### src/rtl/rv_enc_pkg.sv
// rtl/rv_enc_pkg.sv - Shared op codes, RV32I field constants and format packers for instr_encoder
package rv_enc_pkg;

  typedef enum logic [3:0] {
    OP_NOP  = 4'd0,
    OP_ADD  = 4'd1,
    OP_XOR  = 4'd2,
    OP_ADDI = 4'd3,
    OP_ORI  = 4'd4,
    OP_SRAI = 4'd5,
    OP_LB   = 4'd6,
    OP_LW   = 4'd7,
    OP_SB   = 4'd8,
    OP_SW   = 4'd9,
    OP_LUI  = 4'd10,
    OP_LI   = 4'd11
  } op_e;

  localparam logic [6:0] OPC_OP     = 7'b0110011;
  localparam logic [6:0] OPC_OP_IMM = 7'b0010011;
  localparam logic [6:0] OPC_LOAD   = 7'b0000011;
  localparam logic [6:0] OPC_STORE  = 7'b0100011;
  localparam logic [6:0] OPC_LUI    = 7'b0110111;

  localparam logic [2:0] F3_ADD = 3'b000;
  localparam logic [2:0] F3_XOR = 3'b100;
  localparam logic [2:0] F3_OR  = 3'b110;
  localparam logic [2:0] F3_SRA = 3'b101;
  localparam logic [2:0] F3_B   = 3'b000;
  localparam logic [2:0] F3_W   = 3'b010;

  localparam logic [6:0] F7_BASE = 7'b0000000;
  localparam logic [6:0] F7_SRA  = 7'b0100000;

  typedef enum logic {S_IDLE, S_LI_LO} state_e;

  function automatic logic [31:0] r_type(input logic [6:0] f7, input logic [4:0] rs2,
                                         input logic [4:0] rs1, input logic [2:0] f3,
                                         input logic [4:0] rd, input logic [6:0] opc);
    return {f7, rs2, rs1, f3, rd, opc};
  endfunction

  function automatic logic [31:0] i_type(input logic [11:0] imm, input logic [4:0] rs1,
                                         input logic [2:0] f3, input logic [4:0] rd,
                                         input logic [6:0] opc);
    return {imm, rs1, f3, rd, opc};
  endfunction

  function automatic logic [31:0] s_type(input logic [11:0] imm, input logic [4:0] rs2,
                                         input logic [4:0] rs1, input logic [2:0] f3,
                                         input logic [6:0] opc);
    return {imm[11:5], rs2, rs1, f3, imm[4:0], opc};
  endfunction

  function automatic logic [31:0] u_type(input logic [19:0] imm, input logic [4:0] rd,
                                         input logic [6:0] opc);
    return {imm, rd, opc};
  endfunction

endpackage

### src/rtl/enc_fifo.sv
// rtl/enc_fifo.sv - Synchronous word FIFO; reads back zero while empty.
module enc_fifo
  import rv_enc_pkg::*;
#(
  parameter int DEPTH = 4,
  parameter int WIDTH = 32
) (
  input  logic             clk_i,
  input  logic             rst_ni,
  input  logic             push_i,
  input  logic [WIDTH-1:0] data_i,
  input  logic             pop_i,
  output logic [WIDTH-1:0] data_o,
  output logic             full_o,
  output logic             empty_o
);

  localparam int AW = $clog2(DEPTH);
  localparam int CW = AW + 1;

  logic [WIDTH-1:0] mem_q [DEPTH];
  logic [AW-1:0]    wr_ptr_q, rd_ptr_q;
  logic [CW-1:0]    count_q, count_d;
  logic             push_ok, pop_ok;

  assign full_o  = (count_q == CW'(DEPTH));
  assign empty_o = (count_q == '0);
  assign push_ok = push_i && !full_o;
  assign pop_ok  = pop_i && !empty_o;
  assign data_o  = empty_o ? '0 : mem_q[rd_ptr_q];

  always_comb begin
    count_d = count_q;
    case ({push_ok, pop_ok})
      2'b10:   count_d = count_q + CW'(1);
      2'b01:   count_d = count_q - CW'(1);
      default: count_d = count_q;
    endcase
  end

  always_ff @(posedge clk_i or negedge rst_ni) begin
    if (!rst_ni) begin
      wr_ptr_q <= '0;
      rd_ptr_q <= '0;
      count_q  <= '0;
    end else begin
      if (push_ok) wr_ptr_q <= wr_ptr_q + AW'(1);
      if (pop_ok)  rd_ptr_q <= rd_ptr_q + AW'(1);
      count_q <= count_d;
    end
  end

  // Storage needs no reset: the empty flag masks stale entries.
  always_ff @(posedge clk_i) begin
    if (push_ok) mem_q[wr_ptr_q] <= data_i;
  end

endmodule

### src/rtl/instr_encoder.sv
// rtl/instr_encoder.sv - RV32I encoder: packs symbolic requests into words, expands LI, tags pc.
module instr_encoder
  import rv_enc_pkg::*;
#(
  parameter int          DEPTH    = 4,
  parameter logic [31:0] PC_RESET = 32'h0000_0000
) (
  input  logic        clk,
  input  logic        rst_n,
  input  logic        req_valid,
  output logic        req_ready,
  input  logic [3:0]  req_op,
  input  logic [4:0]  req_rd,
  input  logic [4:0]  req_rs1,
  input  logic [4:0]  req_rs2,
  input  logic [31:0] req_imm,
  output logic        out_valid,
  input  logic        out_ready,
  output logic [31:0] out_instr,
  output logic [31:0] out_pc,
  output logic        err
);

  state_e      state_q;
  logic [4:0]  li_rd_q;
  logic [11:0] li_lo_q;
  logic        err_q;
  logic [31:0] pc_q, pc_d;

  op_e         op;
  logic [31:0] enc_word;
  logic        enc_ok, enc_li2;
  logic        i_fits;
  logic [19:0] li_hi;
  logic [11:0] imm12;

  logic        fifo_full, fifo_empty, accept, push, pop;
  logic [31:0] push_word;

  assign op     = op_e'(req_op);
  assign imm12  = req_imm[11:0];
  assign i_fits = (req_imm[31:11] == '0) || (req_imm[31:11] == '1);
  // Adding 0x800 before the shift only ever carries into bit 12 via imm[11].
  assign li_hi  = req_imm[31:12] + {19'd0, req_imm[11]};

  always_comb begin
    enc_word = '0;
    enc_ok   = 1'b1;
    enc_li2  = 1'b0;
    case (op)
      OP_NOP:  enc_word = '0;
      OP_ADD:  enc_word = r_type(F7_BASE, req_rs2, req_rs1, F3_ADD, req_rd, OPC_OP);
      OP_XOR:  enc_word = r_type(F7_BASE, req_rs2, req_rs1, F3_XOR, req_rd, OPC_OP);
      OP_ADDI: begin
        enc_ok   = i_fits;
        enc_word = i_type(imm12, req_rs1, F3_ADD, req_rd, OPC_OP_IMM);
      end
      OP_ORI: begin
        enc_ok   = i_fits;
        enc_word = i_type(imm12, req_rs1, F3_OR, req_rd, OPC_OP_IMM);
      end
      OP_SRAI: begin
        enc_ok   = (req_imm[31:5] == '0);
        enc_word = i_type({F7_SRA, req_imm[4:0]}, req_rs1, F3_SRA, req_rd, OPC_OP_IMM);
      end
      OP_LB: begin
        enc_ok   = i_fits;
        enc_word = i_type(imm12, req_rs1, F3_B, req_rd, OPC_LOAD);
      end
      OP_LW: begin
        enc_ok   = i_fits;
        enc_word = i_type(imm12, req_rs1, F3_W, req_rd, OPC_LOAD);
      end
      OP_SB: begin
        enc_ok   = i_fits;
        enc_word = s_type(imm12, req_rs2, req_rs1, F3_B, OPC_STORE);
      end
      OP_SW: begin
        enc_ok   = i_fits;
        enc_word = s_type(imm12, req_rs2, req_rs1, F3_W, OPC_STORE);
      end
      OP_LUI: begin
        enc_ok   = (imm12 == '0);
        enc_word = u_type(req_imm[31:12], req_rd, OPC_LUI);
      end
      OP_LI: begin
        if (i_fits) begin
          enc_word = i_type(imm12, 5'd0, F3_ADD, req_rd, OPC_OP_IMM);
        end else begin
          enc_word = u_type(li_hi, req_rd, OPC_LUI);
          enc_li2  = (imm12 != '0);
        end
      end
      default: enc_ok = 1'b0;
    endcase
  end

  assign req_ready = (state_q == S_IDLE) && !fifo_full;
  assign accept    = req_valid && req_ready;
  assign push      = (state_q == S_IDLE) ? (accept && enc_ok) : !fifo_full;
  assign push_word = (state_q == S_IDLE) ? enc_word
                                         : i_type(li_lo_q, li_rd_q, F3_ADD, li_rd_q, OPC_OP_IMM);
  assign pop       = out_valid && out_ready;
  assign out_valid = !fifo_empty;
  assign out_pc    = pc_q;
  assign err       = err_q;
  assign pc_d      = pop ? pc_q + 32'd4 : pc_q;

  always_ff @(posedge clk or negedge rst_n) begin
    if (!rst_n) begin
      state_q <= S_IDLE;
      li_rd_q <= '0;
      li_lo_q <= '0;
      err_q   <= 1'b0;
      pc_q    <= PC_RESET;
    end else begin
      err_q <= accept && !enc_ok;
      pc_q  <= pc_d;
      case (state_q)
        S_IDLE: begin
          if (accept && enc_ok && enc_li2) begin
            state_q <= S_LI_LO;
            li_rd_q <= req_rd;
            li_lo_q <= imm12;
          end
        end
        S_LI_LO: begin
          if (!fifo_full) state_q <= S_IDLE;
        end
        default: state_q <= S_IDLE;
      endcase
    end
  end

  enc_fifo #(
    .DEPTH(DEPTH),
    .WIDTH(32)
  ) u_fifo (
    .clk_i  (clk),
    .rst_ni (rst_n),
    .push_i (push),
    .data_i (push_word),
    .pop_i  (pop),
    .data_o (out_instr),
    .full_o (fifo_full),
    .empty_o(fifo_empty)
  );

endmodule

### config.mk
export PLATFORM = sky130hd
export DESIGN_NAME = instr_encoder
export DESIGN_NICKNAME = d
export VERILOG_FILES = /design/src/rtl/rv_enc_pkg.sv /design/src/rtl/enc_fifo.sv /design/src/rtl/instr_encoder.sv
export SDC_FILE = /design/constraint.sdc
export NUM_CORES = 1
export LEC_CHECK = 0
export BUFFER_PORTS_ARGS = -buffer_cell sky130_fd_sc_hd__buf_2
export CAP_MARGIN = 15
export CORE_MARGIN = 2
export CORE_UTILIZATION = 63
export DETAILED_ROUTE_END_ITERATION = 12
export GPL_TIMING_DRIVEN = 0
export PLACE_DENSITY = 0.86
export SETUP_SLACK_MARGIN = 0.3
export SYNTH_ARGS = -nofsm -noshare
export SYNTH_HDL_FRONTEND = slang
export SYNTH_HIERARCHICAL = 1
export SYNTH_SLANG_ARGS = --single-unit
### constraint.sdc
create_clock -name clk -period 4.7 [get_ports clk]
set_input_delay 0.47 -clock clk [delete_from_list [all_inputs] [get_ports clk]]
set_output_delay 0.47 -clock clk [all_outputs]
set_load 0.01 [all_outputs]
==> results of run 1 <==
## power by group through the flow
stage	Clock, mW	Sequential [mW]	Combinational, mW
after floorplan	0	2.08	1.09
after CTS	1.33	2.07	1.61
after detailed placement	0	2.09	1.59
after global routing	1.39	2.09	1.74
after global placement	0	2.08	1.54
final	1.32	2.07	1.60
## worst max-delay path by stage
stage | from | end | slack (ns)
after floorplan | req_imm[11] | u_fifo/mem_q[0][0] | 1.34
after global placement | req_imm[11] | u_fifo/mem_q[1][18] | 0.25
after detailed placement | req_imm[11] | u_fifo/mem_q[1][18] | 0.76
after CTS | req_imm[11] | u_fifo/mem_q[1][19] | 1.18
after global routing | req_op[3] | u_fifo/mem_q[1][19] | 0.95
final | req_imm[11] | u_fifo/mem_q[1][13] | 1.13
## placed cells by master, fill, tap and decap left out, types with 8 or more instances in the layout
| cell type | count |
|---|---|
| a22oi_1 | 12 |
| nor2_1 | 33 |
| conb_1 | 10 |
| nand4_1 | 12 |
| ha_1 | 9 |
| inv_1 | 15 |
| a21oi_1 | 24 |
| nand2_1 | 39 |
| clkbuf_16 | 17 |
| o21ai_0 | 19 |
| edfxtp_1 | 128 |
| clkbuf_1 | 20 |
| mux2_4 | 9 |
| buf_2 | 121 |
| mux4_2 | 30 |
| nor4_1 | 14 |
| xor2_1 | 22 |
| nand3_1 | 22 |
| mux2_2 | 11 |
| nor2b_1 | 31 |
| a21o_1 | 8 |
| dfrtp_1 | 56 |
| xnor2_1 | 29 |
## state kept, by name, indices dropped and copies added (netlist names)
register	flops
u_fifo/mem_q	128
u_fifo/wr_ptr_q	2
li_rd_q	5
u_fifo/count_q	3
li_lo_q	12
out_pc	30
err	1
state_q	1
u_fifo/rd_ptr_q	2
## critical path, cell delays in order
cell and delay [ns]:
buf_2 0.19, ha_1 0.28, nand4_2 0.21, or3_1 0.49, o32ai_1 0.34, a21oi_1 0.18
nor3_1 0.17, nor2b_1 0.41, and2_2 0.86
## synth_stat cells, types with 3 or more instances
| master | count |
|---|---|
| a22oi_1 | 12 |
| inv_1 | 15 |
| nor2_1 | 33 |
| dfrtp_1 | 56 |
| nor3_1 | 6 |
| nand3_1 | 22 |
| buf_6 | 4 |
| mux2_2 | 11 |
| a31oi_1 | 3 |
| and3_1 | 6 |
| o21a_1 | 4 |
| mux4_2 | 30 |
| o31ai_1 | 5 |
| and4_1 | 6 |
| nor4_1 | 14 |
| nor2b_1 | 31 |
| a22o_1 | 6 |
| mux2_4 | 9 |
| mux2i_1 | 4 |
| buf_2 | 9 |
| xor2_1 | 22 |
| nor3b_1 | 3 |
| a21oi_1 | 24 |
| a221o_1 | 6 |
| a221oi_1 | 6 |
| nand2_1 | 39 |
| o21ai_0 | 19 |
| and2_1 | 5 |
| ha_1 | 9 |
| and2b_1 | 6 |
| clkbuf_1 | 19 |
| nand4_1 | 12 |
| edfxtp_1 | 128 |
| a21o_1 | 8 |
| xnor2_1 | 29 |
## final cells by class
class / instances / area share, %
sequential: 184 / 50.1
multi-input combinational: 445 / 34.4
timing repair buffer: 113 / 5.54
clock buffer: 23 / 4.57
tap: 180 / 2.15
buffer: 38 / 2.14
clock inverter: 9 / 0.645
inverter: 15 / 0.537
## cell families after synthesis
kind of cell             synth area share (%)
AND/OR/NAND/NOR                          12.3
flip-flops                               57.7
AO/OA/AOI/OAI                            9.14
multiplexers                             11.3
buffers and inverters                    3.08
XOR/XNOR                                 4.92
adder cells (fa/ha/maj)                  1.46
other                                  0.0413
## per-layer routing
metal	vias to the layer above	part of all wire (%)	global-route usage (%)	routed length [µm]
met5	-	0	0	0
met1	3225	40	39.1	8880
met3	58	7.8	5.40	1720
li1	2847	-	-	-
met4	0	2.5	10.7	551
met2	398	50	50.0	11000
## per-stage QoR
step	util, %	total power, mW	area [µm²]	cells	setup slack [ns]
6_report	74.9	5.00	10500	1007	1.13
5_1_grt	74.9	5.22	10500	1007	0.954
4_1_cts	74.9	5.01	10500	1007	1.18
3_5_place_dp	71.0	3.68	9930	975	0.762
3_3_place_gp	70.8	3.62	9910	974	0.246
2_1_floorplan	-	3.16	9120	682	1.34
==> flow_summary_export.csv, run 1 <==
group,metric,value,unit
die,die-area,15400,µm²
detailed_routing,antenna_left,0,
detailed_routing,first_pass_iters,5,
yosys,synth_edf_count,128,
power_and_ir_drop,netSwitchingPower,1.54,mW
power_and_ir_drop,peakVddDrop,251,µV
finish,final_net_count,879,
detailed_routing,wl,22100,µm
sta,tns,0,ns
sta,fmax,280,MHz
yosys,avgSynthCellArea,13.5,µm²
finish,syn_to_final_growth,15.3,%
min_path,min_path_type,"input port to async pin",
sta,period_minus_slack,3.57,ns
cts,ctsRootBufferMaster,"clkbuf_16",
power_and_ir_drop,power-per-cell-area,477,nW/µm²
finish,drive_gt1_share,27.3,%
finish,multi_input_area,3600,µm²
power_and_ir_drop,p_int,3.46,mW
sta,rsz0062_at_grt,"false",
global_route,grt_pass1_vias,6427,
power_and_ir_drop,netSwitchingFraction,30.8,%
detailed_routing,route.vias.total,6528,
setup_path,r2r_slack,1.43,ns
yosys,synth_area_leaders,"edfxtp_1, dfrtp_1, mux4_2",
cts,post_cts_resized,0,
sta,hold_viol_final,0,
finish,fill_cells,905,
power_and_ir_drop,comb_power_share,32.1,%
setup_path,rr_startpoint,"state_q",
flow_run,maxCapViolations,0,
sta,slew_violations,0,
yosys,ys_async_sr_fraction,30.4,%
cts,cts_hold_buf,0,
setup_path,r2r_end,"u_fifo/mem_q[1][13]",
sta,setup_viol,0,
cts,cts_buffers,17,
yosys,ys_warn_count,6,
setup_path,timing_worst_setup_path_type,"input port to flip-flop",
yosys,ys_seq_area_share,57.7,%
global_route,antenna_found_initial,1,
yosys,ys_types,70,
setup_path,crit_required,4.75,ns
setup_path,cp.arrival,3.62,ns
place,gp_congestion,0.991,
die,ios,122,
detailed_routing,avgViaCountPerCell,6.48,
sta,fin_hold_ws,0.0275,ns
cts,clk_latency,0.43,ns
sta,skew,0.0102,ns
global_route,grt_max_degree,39,
global_route,grt_overflow,0,
detailed_routing,drtIter0Drc,530,
die,die_w,124,µm
place,dp_hpwl,15400,µm
power_and_ir_drop,pwr-share-clk,26.4,%
global_route,grt.total_usage,29.8,%
power_and_ir_drop,power_leakage,4.09,nW
sta,timing.final.crit_share,76.0,%
detailed_routing,drc,0,
detailed_routing,wl_per_cell,22.0,µm
status,status,"completed",
die,die_h,124,µm
setup_path,worst_setup_path_end_kind,"flip-flop",
finish,antennaDiodeCount,0,
yosys,synthFlopType,"edfxtp_1",
cts,clock-sinks,184,
place,placement.io_buffers,112,
yosys,syn_inst,673,
die,fp.coreArea,14000,µm²
yosys,synth_top_area_share,42.3,%
cts,cts_setup_buffers,0,
sta,worst_pin_slew,0.936,ns
setup_path,startpoint_type,"input port",
cts,clkSlewWorstSetupHoldPaths,0.07,ns
cts,cts_max_level,4,
global_route,grt_pass1_wl,34000,µm
power_and_ir_drop,p_seq_share,41.5,%
cts,clock_path_buffers,2,
die,initial_core_util,65.0,%
yosys,yosys_register_bits,184,
setup_path,r2r_cells,6,
finish,seqCellArea,5250,µm²
yosys,synth_top_area_cell,"edfxtp_1",
die,rows,43,
yosys,synth_area,9090,µm²
setup_path,cp_max_fo,32,
sta,relSlewSlack,37.6,%
cts,cts_tree,"done",
(Power assumes the default switching activity.)
==> run 2, diff against run 1 <==
Settings changed: CORE_UTILIZATION 63 to 58, PLACE_DENSITY 0.86 to 0.8.
Clock period 4.7 ns to 3.68 ns, I/O delays scaled along.
==> run 2 against run 1 <==
Effect of this change: worst hold slack gained 0.19 ns; flip-flop and latch count unchanged; global-route usage fell by 2.7 points; core utilization down 5.4 points; via count fell by 3.1%; critical path depth up 6; combinational power increased by 28%; largest power group unchanged.
==> flow_summary_export.csv, run 2 (synthesis gave the netlist of run 1 again) <==
group,metric,value,unit
cts,clk_latency,0.43,ns
place,dp_hpwl,15200,µm
finish,final_cell_mix,"edfxtp_1, buf_2, dfrtp_1, nand2_1, nor2_1",
place,placement.io_buffers,112,
cts,cts_max_level,4,
finish,fill_cells,1053,
setup_path,startpoint_type,"input port",
die,die_h,129,µm
power_and_ir_drop,peakVddDrop,377,µV
flow_run,maxCapViolations,0,
sta,period_minus_slack,3.17,ns
place,dp_cells,1006,
power_and_ir_drop,power-per-cell-area,617,nW/µm²
power_and_ir_drop,netSwitchingFraction,30.9,%
die,ios,122,
sta,fin_hold_ws,0.213,ns
setup_path,startpoint,"req_imm[11]",
sta,slew_violations,0,
detailed_routing,drc,0,
cts,clkSlewWorstSetupHoldPaths,0.07,ns
sta,relSlewSlack,36.0,%
finish,antennaDiodeCount,0,
power_and_ir_drop,pwr-share-clk,28.5,%
setup_path,r2r_cells,11,
min_path,worstHoldStart,"req_imm[8]",
power_and_ir_drop,netSwitchingPower,2.02,mW
detailed_routing,avgViaCountPerCell,6.09,
status,status,"completed",
place,pre_cts_ws,-0.188,ns
finish,largest_reg_flops,128,
detailed_routing,drtIter0Drc,531,
finish,syn_to_final_growth,16.7,%
cts,cts_tree,"done",
sta,rsz0062_at_grt,"false",
detailed_routing,wl,21900,µm
min_path,min_path_type,"input port to flip-flop",
cts,clock_path_buffers,2,
min_path,holdPathStages,2,
sta,skew,0.00795,ns
detailed_routing,wl_per_cell,21.1,µm
finish,final_net_count,880,
sta,fmax,315,MHz
sta,hold_viol_final,0,
cts,clock-sinks,184,
sta,setup_viol,0,
detailed_routing,route.vias.total,6327,
setup_path,rr_startpoint,"u_fifo/count_q[0]",
die,rows,45,
global_route,grt_pass1_vias,6129,
setup_path,worst_setup_path_end_kind,"flip-flop",
global_route,antenna_found_initial,0,
sta,setup_ws,0.509,ns
die,die_w,129,µm
sta,worst_pin_slew,0.959,ns
place,gp_congestion,1.00,
setup_path,cp.arrival,3.49,ns
setup_path,crit_required,4.00,ns
setup_path,r2r_end,"u_fifo/count_q[2]",
setup_path,r2r_slack,0.69,ns
min_path,hold_path_end,"li_lo_q[8]",
detailed_routing,antenna_left,0,
die,die-area,16700,µm²
global_route,grt.total_usage,27.1,%
global_route,grt_max_degree,39,
power_and_ir_drop,p_int,4.52,mW
sta,timing.final.crit_share,86.2,%
cts,ctsRootBufferMaster,"clkbuf_16",
die,initial_core_util,59.5,%
power_and_ir_drop,power_leakage,4.13,nW
sta,tns,0,ns
power_and_ir_drop,p_seq_share,40.3,%
power_and_ir_drop,comb_power_share,31.1,%
finish,regMostFlops,"u_fifo/mem_q",
setup_path,timing_worst_setup_path_type,"input port to flip-flop",
finish,final_common_cell,"edfxtp_1",
finish,drive_gt1_share,27.5,%
setup_path,cp_max_fo,7,
global_route,grt_pass1_wl,33600,µm
die,fp.coreArea,15300,µm²
cts,cts_buffers,17,
detailed_routing,first_pass_iters,5,
finish,layout.cells.non_filler,1039,
global_route,grt_overflow,0,
run 2: changes by cell type in the layout (fill, tap and decap cells not counted), sizes merged:
cell / before / now
bufinv: 0 / 2
clkbuf: 42 / 36
dlygate4sd3: 0 / 1
inv: 18 / 22
run 2: how the worst max path moves through the flow:
stage / endpoint / slack, ns
2_1_floorplan: u_fifo/mem_q[0][0] / 0.42
3_3_place_gp: u_fifo/mem_q[3][13] / -0.70
3_5_place_dp: u_fifo/mem_q[0][13] / -0.19
4_1_cts: u_fifo/mem_q[1][4] / 0.25
5_1_grt: u_fifo/count_q[2] / 0.32
6_report: u_fifo/count_q[2] / 0.51
run 2: cell type report:
type                            instances  area, µm²  share of cell area, %
Buffer                                 38        225                   2.12
Clock buffer                           17        425                   4.01
Clock inverter                         15        185                   1.75
Inverter                               15       56.3                  0.531
Multi-Input combinational cell        445       3610                   34.1
Sequential cell                       184       5250                   49.5
Tap cell                              211        264                   2.49
Timing Repair Buffer                  114        591                   5.57
run 2: what timing repair did:
action / 4_1_cts / 5_1_grt
setup buffers: 0 / 0
endpoints found under the hold margin: 18 / 0
pin swaps: 0 / 0
endpoints found under the setup margin: 128 / 98
resized for setup: 1 / 7
hold buffers: 1 / 0
run 2: power groups by stage:
stage | clock [mW] | combinational [mW] | sequential, mW
after floorplan | 0 | 1.39 | 2.65
after global placement | 0 | 1.97 | 2.65
after detailed placement | 0 | 2.03 | 2.67
after CTS | 1.89 | 2.04 | 2.64
after global routing | 1.96 | 2.21 | 2.66
final | 1.87 | 2.04 | 2.64
run 2: layer usage:
metal | track usage, % | share of wire, % | routed length [µm] | up-vias
met4 | 9.78 | 2.0 | 434 | 0
met2 | 44.3 | 49 | 10700 | 356
met3 | 5.24 | 8.7 | 1900 | 34
met1 | 36.6 | 40 | 8830 | 3084
li1 | - | - | - | 2853
met5 | 0 | 0 | 0 | -
run 2: critical path: stages:
cell and delay, ns:
buf_2 0.18, ha_1 0.28, nand4_2 0.21, or3_1 0.50
o32ai_1 0.33, a21oi_1 0.18, nor3_1 0.23, nor2b_4 0.28
inv_1 0.07, ha_1 0.22, inv_1 0.07, fa_1 0.17
xor2_1 0.16, nor2_1 0.07, xor2_1 0.15
run 2: through the flow:
stage | instance area (µm²) | total power [mW] | utilization, %
CTS | 10600 | 6.57 | 69.4
floorplan | 9120 | 4.04 | -
detailed placement | 9970 | 4.70 | 65.3
global placement | 9940 | 4.62 | 65.2
global route | 10600 | 6.83 | 69.5
finish | 10600 | 6.54 | 69.5
==> run 3, diff against run 2 <==
Settings changed: ABC_AREA set to 1, CORE_UTILIZATION 58 to 59, PLACE_DENSITY 0.8 to 0.81.
==> run 3 against run 2 <==
Effect of this change: critical path depth unchanged; core utilization up 1.1 points; clock power up 3%; routed wire length up 20%; sequential share of layout area down 4.7 points; worst hold slack better by 0.0061 ns; global-route usage up 2.3 points; non-clock buffer count up 17; worst setup slack better by 0.042 ns; largest power group unchanged; highest routed layer is now met5.
==> flow_summary_export.csv, run 3 <==
group,metric,value,unit
status,status,"completed",
global_route,grt_pass1_vias,8112,
setup_path,cp_max_fo,10,
place,placement.io_buffers,118,
detailed_routing,drtIter0Drc,903,
global_route,grt_overflow,0,
cts,cts_max_level,4,
finish,syn_to_final_growth,17.3,%
setup_path,r2r_slack,0.55,ns
yosys,ys_warn_count,6,
cts,cts_tree,"done",
setup_path,cp_slowest_cell,"fa_1",
setup_path,startpoint_type,"flip-flop",
sta,worst_pin_slew,0.663,ns
sta,fin_hold_ws,0.219,ns
yosys,synth_common_cells,"nand2_1, inv_1, edfxtp_1",
yosys,ys_async_sr_fraction,30.4,%
global_route,grt_pass1_wl,40500,µm
setup_path,cp_common_cell,"inv_2",
yosys,avgSynthCellArea,8.32,µm²
detailed_routing,antenna_left,0,
power_and_ir_drop,power_leakage,5.67,nW
finish,regMostFlops,"u_fifo/mem_q",
sta,timing.final.crit_share,85.0,%
setup_path,r2r_cells,15,
setup_path,max_stage_delay,0.44,ns
sta,rsz0062_at_grt,"false",
finish,final_cell_mix,"nand2_1, inv_1, buf_2, edfxtp_1, nand3_1",
power_and_ir_drop,power-per-cell-area,590,nW/µm²
setup_path,rr_startpoint,"u_fifo/count_q[0]",
cts,cts_buffers,17,
yosys,ys_seq_area_share,52.6,%
yosys,yosys_register_bits,184,
detailed_routing,drc,0,
yosys,synth_area_leaders,"edfxtp_1, dfrtp_1, nand2_1",
place,gp_congestion,0.964,
global_route,grt_max_degree,32,
setup_path,crit_required,4.03,ns
min_path,min_path_type,"input port to flip-flop",
sta,fmax,320,MHz
die,die_w,134,µm
setup_path,r2r_end,"u_fifo/count_q[1]",
sta,slew_violations,0,
finish,final_common_cell,"nand2_1",
cts,clock-sinks,184,
finish,postLayoutCellArea,11700,µm²
yosys,synth_most_common_cell,"nand2_1",
setup_path,startpoint,"u_fifo/count_q[0]",
die,rows,47,
sta,setup_viol,0,
yosys,synthFlopType,"edfxtp_1",
finish,largest_reg_flops,128,
cts,clock_path_buffers,2,
place,placed_area,11000,µm²
detailed_routing,wl_per_cell,16.5,µm
power_and_ir_drop,peakVddDrop,406,µV
yosys,synth_top_area_share,38.5,%
sta,hold_viol_final,0,
detailed_routing,first_pass_iters,5,
setup_path,worst_setup_path_end_kind,"flip-flop",
detailed_routing,avgViaCountPerCell,5.43,
die,fp.coreArea,16600,µm²
setup_path,timing_worst_setup_path_type,"flip-flop to flip-flop",
die,die-area,18000,µm²
cts,clkSlewWorstSetupHoldPaths,0.07,ns
finish,antennaDiodeCount,0,
yosys,ys_types,39,
setup_path,cp.arrival,3.48,ns
finish,final_net_count,1421,
die,initial_core_util,60.2,%
global_route,antenna_found_initial,1,
die,ios,122,
detailed_routing,route.vias.total,8617,
global_route,grt.total_usage,29.4,%
sta,period_minus_slack,3.13,ns
sta,skew,0.0104,ns
yosys,synth_top_area_cell,"edfxtp_1",
min_path,holdPathStages,3,
detailed_routing,wl,26300,µm
min_path,hold_path_end,"li_rd_q[0]",
place,dp_hpwl,18400,µm
sta,relSlewSlack,55.3,%
yosys,syn_inst,1200,
setup_path,crit_chain,"inv_2 -> nand3_1 -> inv_2 -> nor2_1 -> nand2_1 -> inv_2 -> buf_2 -> nand2_1 -> o21ai_0 -> nand2_2 -> buf_4 -> ha_1 -> inv_1 -> fa_1 -> o21ai_0",
cts,clk_latency,0.43,ns
finish,drive_gt1_share,20.6,%
min_path,worstHoldStart,"req_rd[0]",
flow_run,maxCapViolations,0,
cts,ctsRootBufferMaster,"clkbuf_16",
yosys,synth_edf_count,128,
die,die_h,134,µm
power_and_ir_drop,total_power,6.91,mW
yosys,synth_area,9980,µm²
[run 3: power breakdown]
part	leakage, nW	switching [mW]	internal [mW]	total, mW
sequential	1.91	0.119	2.43	2.55
combinational	3.47	1.61	0.821	2.43
clock	0.293	0.788	1.14	1.93
total	5.67	2.52	4.39	6.91
[run 3: worst max-delay path, delay by kind of cell, from the launching register on]
family	cells	cell delay, ns
adders and majority gates	2	0.67
and+or+nand+nor	5	0.75
DFF	1	0.38
buffers and inverters	6	0.90
AOI/OAI and AO/OA	2	0.37
[run 3: per-layer routing]
layer / part of all wire [%] / wire (µm) / global-route usage, %
met1: 41 / 10900 / 37.5
met2: 49 / 12800 / 50.1
met3: 7.2 / 1890 / 5.40
met4: 2.5 / 663 / 11.5
met5: 0.050 / 13 / 0
[run 3: cells by family (layout without fill, tap and decap cells)]
group	Yosys count	count (layout)	share of synthesized area [%]
AO/OA/AOI/OAI	90	90	5.15
XOR/XNOR	44	44	3.86
adder cells (fa/ha/maj)	10	10	1.33
buffers and inverters	253	412	10.4
flip-flops	184	184	52.6
other	1	10	0.0376
AND/OR/NAND/NOR	618	618	26.6
[run 3: through the flow]
step / worst slack [ns] / std cells / setup TNS, ns / utilization [%]
6_report: 0.552 / 1588 / 0 / 70.6
3_3_place_gp: -1.35 / 1547 / -165.60 / 65.6
5_1_grt: 0.369 / 1588 / 0 / 70.6
3_5_place_dp: 0.198 / 1552 / 0 / 66.5
4_1_cts: 0.389 / 1584 / 0 / 70.3
2_1_floorplan: 0.221 / 1209 / 0 / -
[run 3: cell type report]
cell class                 count  area, µm²
clock inverter                14        195
clock buffer                  17        425
inverter                     212        798
multi-input combinational    772       3760
sequential                   184       5250
tap                          220        275
fill                        1256       4870
timing repair buffer         128        766
buffer                        41        244
[run 3: how the worst max path moves through the flow]
stage / endpoint / slack (ns) / cells past startpoint
final: u_fifo/count_q[1] / 0.55 / 15
after global routing: u_fifo/count_q[1] / 0.37 / 15
after CTS: u_fifo/mem_q[1][13] / 0.39 / 12
after detailed placement: u_fifo/mem_q[1][4] / 0.20 / 15
after global placement: u_fifo/mem_q[3][4] / -1.35 / 14
after floorplan: u_fifo/mem_q[0][0] / 0.22 / 14
[run 3: what timing repair did]
item	in CTS	in global routing
hold buffers	1	0
setup buffers	0	4
resized for setup	0	1
setup endpoints to repair	0	79
hold endpoints to repair	25	0
